**config.mk**
```make
export PLATFORM = sky130hd
export DESIGN_NAME = spi_slave_word
export DESIGN_NICKNAME = d
export VERILOG_FILES = /design/src/rtl/spi_slave_word.sv
export SDC_FILE = /design/constraint.sdc
export NUM_CORES = 1
export LEC_CHECK = 0
export CORE_ASPECT_RATIO = 0.75
export CORE_MARGIN = 2
export CORE_UTILIZATION = 26
export CTS_BUF_LIST = sky130_fd_sc_hd__clkbuf_8
export DETAILED_ROUTE_END_ITERATION = 10
export PLACE_DENSITY = 0.54
export SYNTH_ARGS = -nofsm -noshare
export SYNTH_HDL_FRONTEND = slang
export SYNTH_SLANG_ARGS = --single-unit
```
**constraint.sdc**
```tcl
create_clock -name clk -period 4.2 [get_ports clk]
set_input_delay 1.05 -clock clk [delete_from_list [all_inputs] [get_ports clk]]
set_output_delay 1.05 -clock clk [all_outputs]
set_load 0.05 [all_outputs]
```
**src/rtl/spi_slave_word.sv**
```systemverilog
// SPI slave endpoint: synchronises sck/ssel_/mosi into clk, shifts
// WIDTH-bit words in both directions, and exposes valid/ready RX and TX
// handshakes with overrun/underrun pulses. Supports all four SPI modes.
// Ports:
//   clk, rst_n            system clock, async active-low reset
//   sck, ssel_, mosi      raw SPI master pins (asynchronous)
//   miso, miso_oe         slave data out and its pad enable
//   rx_data/valid/ready   received word handshake, rx_overrun pulse
//   tx_data/valid/ready   transmit word handshake, tx_underrun pulse
//   frame_start/end       pulses on synchronised select/deselect
module spi_slave_word #(
    parameter int               WIDTH   = 8,
    parameter bit               CPOL    = 1'b0,
    parameter bit               CPHA    = 1'b0,
    parameter logic [WIDTH-1:0] TX_IDLE = '0
) (
    input  logic             clk,
    input  logic             rst_n,
    input  logic             sck,
    input  logic             ssel_,
    input  logic             mosi,
    output logic             miso,
    output logic             miso_oe,
    output logic [WIDTH-1:0] rx_data,
    output logic             rx_valid,
    input  logic             rx_ready,
    output logic             rx_overrun,
    input  logic [WIDTH-1:0] tx_data,
    input  logic             tx_valid,
    output logic             tx_ready,
    output logic             tx_underrun,
    output logic             frame_start,
    output logic             frame_end
);

    localparam int CW = (WIDTH > 2) ? $clog2(WIDTH) : 1;

    logic [2:0]       sck_s;
    logic [2:0]       ssel_s;
    logic [1:0]       mosi_s;
    logic [CW-1:0]    bit_cnt;
    logic [WIDTH-1:0] rx_shift;
    logic [WIDTH-1:0] tx_shift;
    logic [WIDTH-1:0] tx_buf;
    logic             tx_full;
    logic             miso_r;

    logic             selected;
    logic             sck_rise;
    logic             sck_fall;
    logic             lead;
    logic             trail;
    logic             sample;
    logic             shift;
    logic             start;
    logic             stop;
    logic             last;
    logic             done;
    logic             load;
    logic [WIDTH-1:0] rx_word;

    assign selected = ~ssel_s[1];
    assign sck_rise = sck_s[1] & ~sck_s[2];
    assign sck_fall = ~sck_s[1] & sck_s[2];
    assign lead     = CPOL ? sck_fall : sck_rise;
    assign trail    = CPOL ? sck_rise : sck_fall;
    assign sample   = selected & (CPHA ? trail : lead);
    // With CPHA=0 the trailing edge right after a word's last sample must
    // not shift, otherwise the freshly loaded MSB would be lost.
    assign shift    = selected & (CPHA ? lead : trail)
                    & (CPHA || (bit_cnt != '0));
    assign start    = ssel_s[2] & ~ssel_s[1];
    assign stop     = ~ssel_s[2] & ssel_s[1];
    assign last     = (bit_cnt == CW'(WIDTH - 1));
    assign done     = sample & last;
    assign load     = start | done;
    assign rx_word  = {rx_shift[WIDTH-2:0], mosi_s[1]};

    assign miso     = CPHA ? miso_r : tx_shift[WIDTH-1];
    assign miso_oe  = selected;
    assign tx_ready = ~tx_full;

    always_ff @(posedge clk or negedge rst_n) begin
        if (!rst_n) begin
            sck_s       <= {3{CPOL}};
            ssel_s      <= 3'b111;
            mosi_s      <= '0;
            bit_cnt     <= '0;
            rx_shift    <= '0;
            tx_shift    <= '0;
            tx_buf      <= '0;
            tx_full     <= 1'b0;
            miso_r      <= 1'b0;
            rx_data     <= '0;
            rx_valid    <= 1'b0;
            rx_overrun  <= 1'b0;
            tx_underrun <= 1'b0;
            frame_start <= 1'b0;
            frame_end   <= 1'b0;
        end else begin
            sck_s       <= {sck_s[1:0], sck};
            ssel_s      <= {ssel_s[1:0], ssel_};
            mosi_s      <= {mosi_s[0], mosi};
            frame_start <= start;
            frame_end   <= stop;
            rx_overrun  <= 1'b0;
            tx_underrun <= 1'b0;

            if (!selected) begin
                bit_cnt  <= '0;
                rx_shift <= '0;
                tx_shift <= '0;
                miso_r   <= 1'b0;
            end else begin
                if (sample) begin
                    rx_shift <= rx_word;
                    bit_cnt  <= last ? '0 : bit_cnt + CW'(1);
                end
                if (load) begin
                    tx_shift    <= tx_full ? tx_buf : TX_IDLE;
                    tx_underrun <= ~tx_full;
                end else if (shift) begin
                    miso_r   <= tx_shift[WIDTH-1];
                    tx_shift <= {tx_shift[WIDTH-2:0], 1'b0};
                end
            end

            if (done) begin
                if (!rx_valid || rx_ready) begin
                    rx_data  <= rx_word;
                    rx_valid <= 1'b1;
                end else begin
                    rx_overrun <= 1'b1;
                end
            end else if (rx_valid && rx_ready) begin
                rx_valid <= 1'b0;
            end

            // A write landing on a load point fills the buffer for the
            // following word; it never bypasses into the shifter.
            if (tx_valid && !tx_full) begin
                tx_buf  <= tx_data;
                tx_full <= 1'b1;
            end else if (load && tx_full) begin
                tx_full <= 1'b0;
            end
        end
    end

endmodule

```
==> metrics.txt <==
Yosys top cell area share=0.587; worst hold path type=reg2reg; vias per inst=4.24; PD cells=377 mW/mm²; IO Count=31; initial drt markers=40; YS warnings=0; post-DP HPWL=2.49 mm; maximum fanout along the worst path=17; WL per Instance=11.9 µm; Crit. Startpoint=ssel_s[1]; Synth-to-Final Area Change=25.6%; Root Driver=clkbuf_8; cell family with most CP delay=buffers and inverters; Fill cells=742; synthesized area per cell=11.5 µm²; fin crit share=0.701; die area=0.00809 mm²; postcts setup bufs=0; post-route design area=0.00241 mm²; routability cong.=0.710; initial antenna violation count=0; Syn Nets=185; global route overflow=0; Final Hold Vio Count=0; dpl ws=1.45 ns; placed instance count=292; overall die width=103 µm; number of port buffers=30; Antenna Nets Post-Route=0; Final WS setup=1.26 ns; r2r worst-path depth=5; vias=1,271; RSZ-0062 raised after global routing=false; Critical Path End=miso_oe; largest net degree at the start of global routing=49; Synth Cell Area=0.00192 mm²; CP Buf/Inv Count=2; Sink Count=48; leading cell type in the layout, fill and taps excluded=dfrtp_1; Cells after Synth=167; DIE HEIGHT=78.4 µm; insertion delay to the later sink of the worst-skew pair=0.30 ns; Routed WL=3.58 mm; critical-path cell with the highest stage delay=clkdlybuf4s50_1; sequential share of the synthesized area=0.628; Multi-input gate area=623 µm²; register area=0.00120 mm²; row count=27; Layout Nets=216; Area contributors post-synth=dfrtp_1, mux2_2, nand2_1; CTS max path bufs=2; Synth cell types=31; crit-path cells=inv_2 > clkdlybuf4s50_1; setup TNS=0 ns; Pins Over Slew Limit=0; first-pass iteration count of the detailed router=4; PostCTS Resize Cnt=0; commonest cells after routing, fill and taps aside=dfrtp_1, clkdlybuf4s50_1, nand2_1, inv_1; Num CTS Buffers=5; layout cell share with drive strength beyond 1=0.131; crit path kind=reg2out; CP Data Required Time=3.15 ns; vias in the first global route=1,306; Stages on worst setup path=2; Startpoint Class=register; CP arrival=1.89 ns; DRC=0; status=complete, no violations; first-pass GRT wire length=6.28 mm; CTS tree=built; Final Non-Filler Cells=300; Max Clock Skew=0.0115 ns; Finish-stage setup viols=0; #FFs+latches synth=48; core region area=0.00726 mm²; maximum vdd drop=136 µV; RR Startpoint=bit_cnt[0]; RR Endpoint=tx_shift[5]; post-layout min period=2.94 ns; Crit. End Element=output pin; dpl cell area=0.00231 mm²; clock-pin transition on the worst setup and hold timing paths=0.08 ns; GRT Total Usage=0.100; cts hold-fix bufs=0; diode count=0; Tightest Pin Transition=1.05 ns; fmax=340 MHz; Layout Utilization=0.332; max_cap viols=0; flop2flop setup slack=2.37 ns; max incr delay on CP=0.73 ns; H-tree depth reported by CTS=2; LEAKAGE=1.04 nW; Starting Density=0.264; Slew headroom=0.301; Synth area leader=dfrtp_1
[registers in the layout, indices dropped and copies added, names as in the netlist]
name         count
tx_full          1
frame_start      1
ssel_s           3
mosi_s           2
tx_shift         8
bit_cnt          3
rx_shift         7
frame_end        1
sck_s            3
rx_data          8
tx_underrun      1
tx_buf           8
rx_valid         1
rx_overrun       1
[area by class of cell]
class / count / share of cell area
multi-input combinational: 96 / 0.259
clock inverter: 2 / 0.00571
tap: 101 / 0.0524
timing repair buffer: 30 / 0.123
inverter: 17 / 0.0265
clock buffer: 6 / 0.0343
sequential: 48 / 0.500
[metal layers]
| metal | up-vias | track usage | share of wire |
|---|---|---|---|
| met5 | - | 0 | 0 |
| met4 | 0 | 0.0316 | 0.010 |
| met3 | 5 | 0.0294 | 0.045 |
| met2 | 20 | 0.145 | 0.44 |
| met1 | 619 | 0.143 | 0.50 |
| li1 | 627 | - | - |
[synth_stat cells]
cell type,number
o211ai_1,1
nand2b_1,3
nand4_1,6
and3b_1,1
nand2_1,25
o21ai_0,7
buf_2,3
o221ai_1,6
o2111ai_1,2
dfstp_2,3
a22oi_1,1
nand3b_1,1
o21a_1,1
clkbuf_1,2
mux2_2,10
nor2_1,7
a21oi_1,10
nor2b_1,3
inv_1,16
ha_1,3
dfrtp_1,45
nand4_4,1
a311oi_1,1
mux2i_1,1
nand3_1,2
and2b_2,1
or2b_1,1
nor3_1,1
clkbuf_2,1
o211ai_2,1
inv_2,1
[through the flow]
step | hold slack [ns] | power (mW)
finish | 0.354 | 0.909
global route | 0.359 | 0.963
CTS | 0.354 | 0.925
detailed placement | 0.335 | 0.628
global placement | 0.333 | 0.627
floorplan | 0.331 | 0.582
[kinds of logic (layout without fill, tap and decap cells)]
group	after synthesis	count (layout)	share of synthesized area
adders and majority gates	3	3	0.0196
buffers and inverters	23	55	0.0476
muxes	11	11	0.0639
AOI/OAI and AO/OA	30	30	0.104
DFF	48	48	0.628
and+or+nand+nor	52	52	0.138
[where the power goes]
group          switching [mW]  internal (mW)
registers              0.0193          0.497
clock network           0.157          0.135
logic                  0.0602         0.0401
total                   0.237          0.672
[worst reg2reg max path, stage by stage (launching register included)]
cell and delay [ns]:
dfrtp_1 0.42, ha_1 0.21, ha_1 0.26, and3b_1 0.25, o211ai_2 0.36, o221ai_1 0.20
[worst min path at each step]
stage                         start        end  depth (start not counted)  slack [ns]
after floorplan           mosi_s[0]  mosi_s[1]                          0        0.33
after detailed placement   sck_s[0]   sck_s[1]                          0        0.33
after global placement    mosi_s[0]  mosi_s[1]                          0        0.33
after CTS                  sck_s[0]   sck_s[1]                          0        0.35
after global routing       sck_s[0]   sck_s[1]                          0        0.36
final                      sck_s[0]   sck_s[1]                          0        0.35
(Power assumes the default switching activity.)
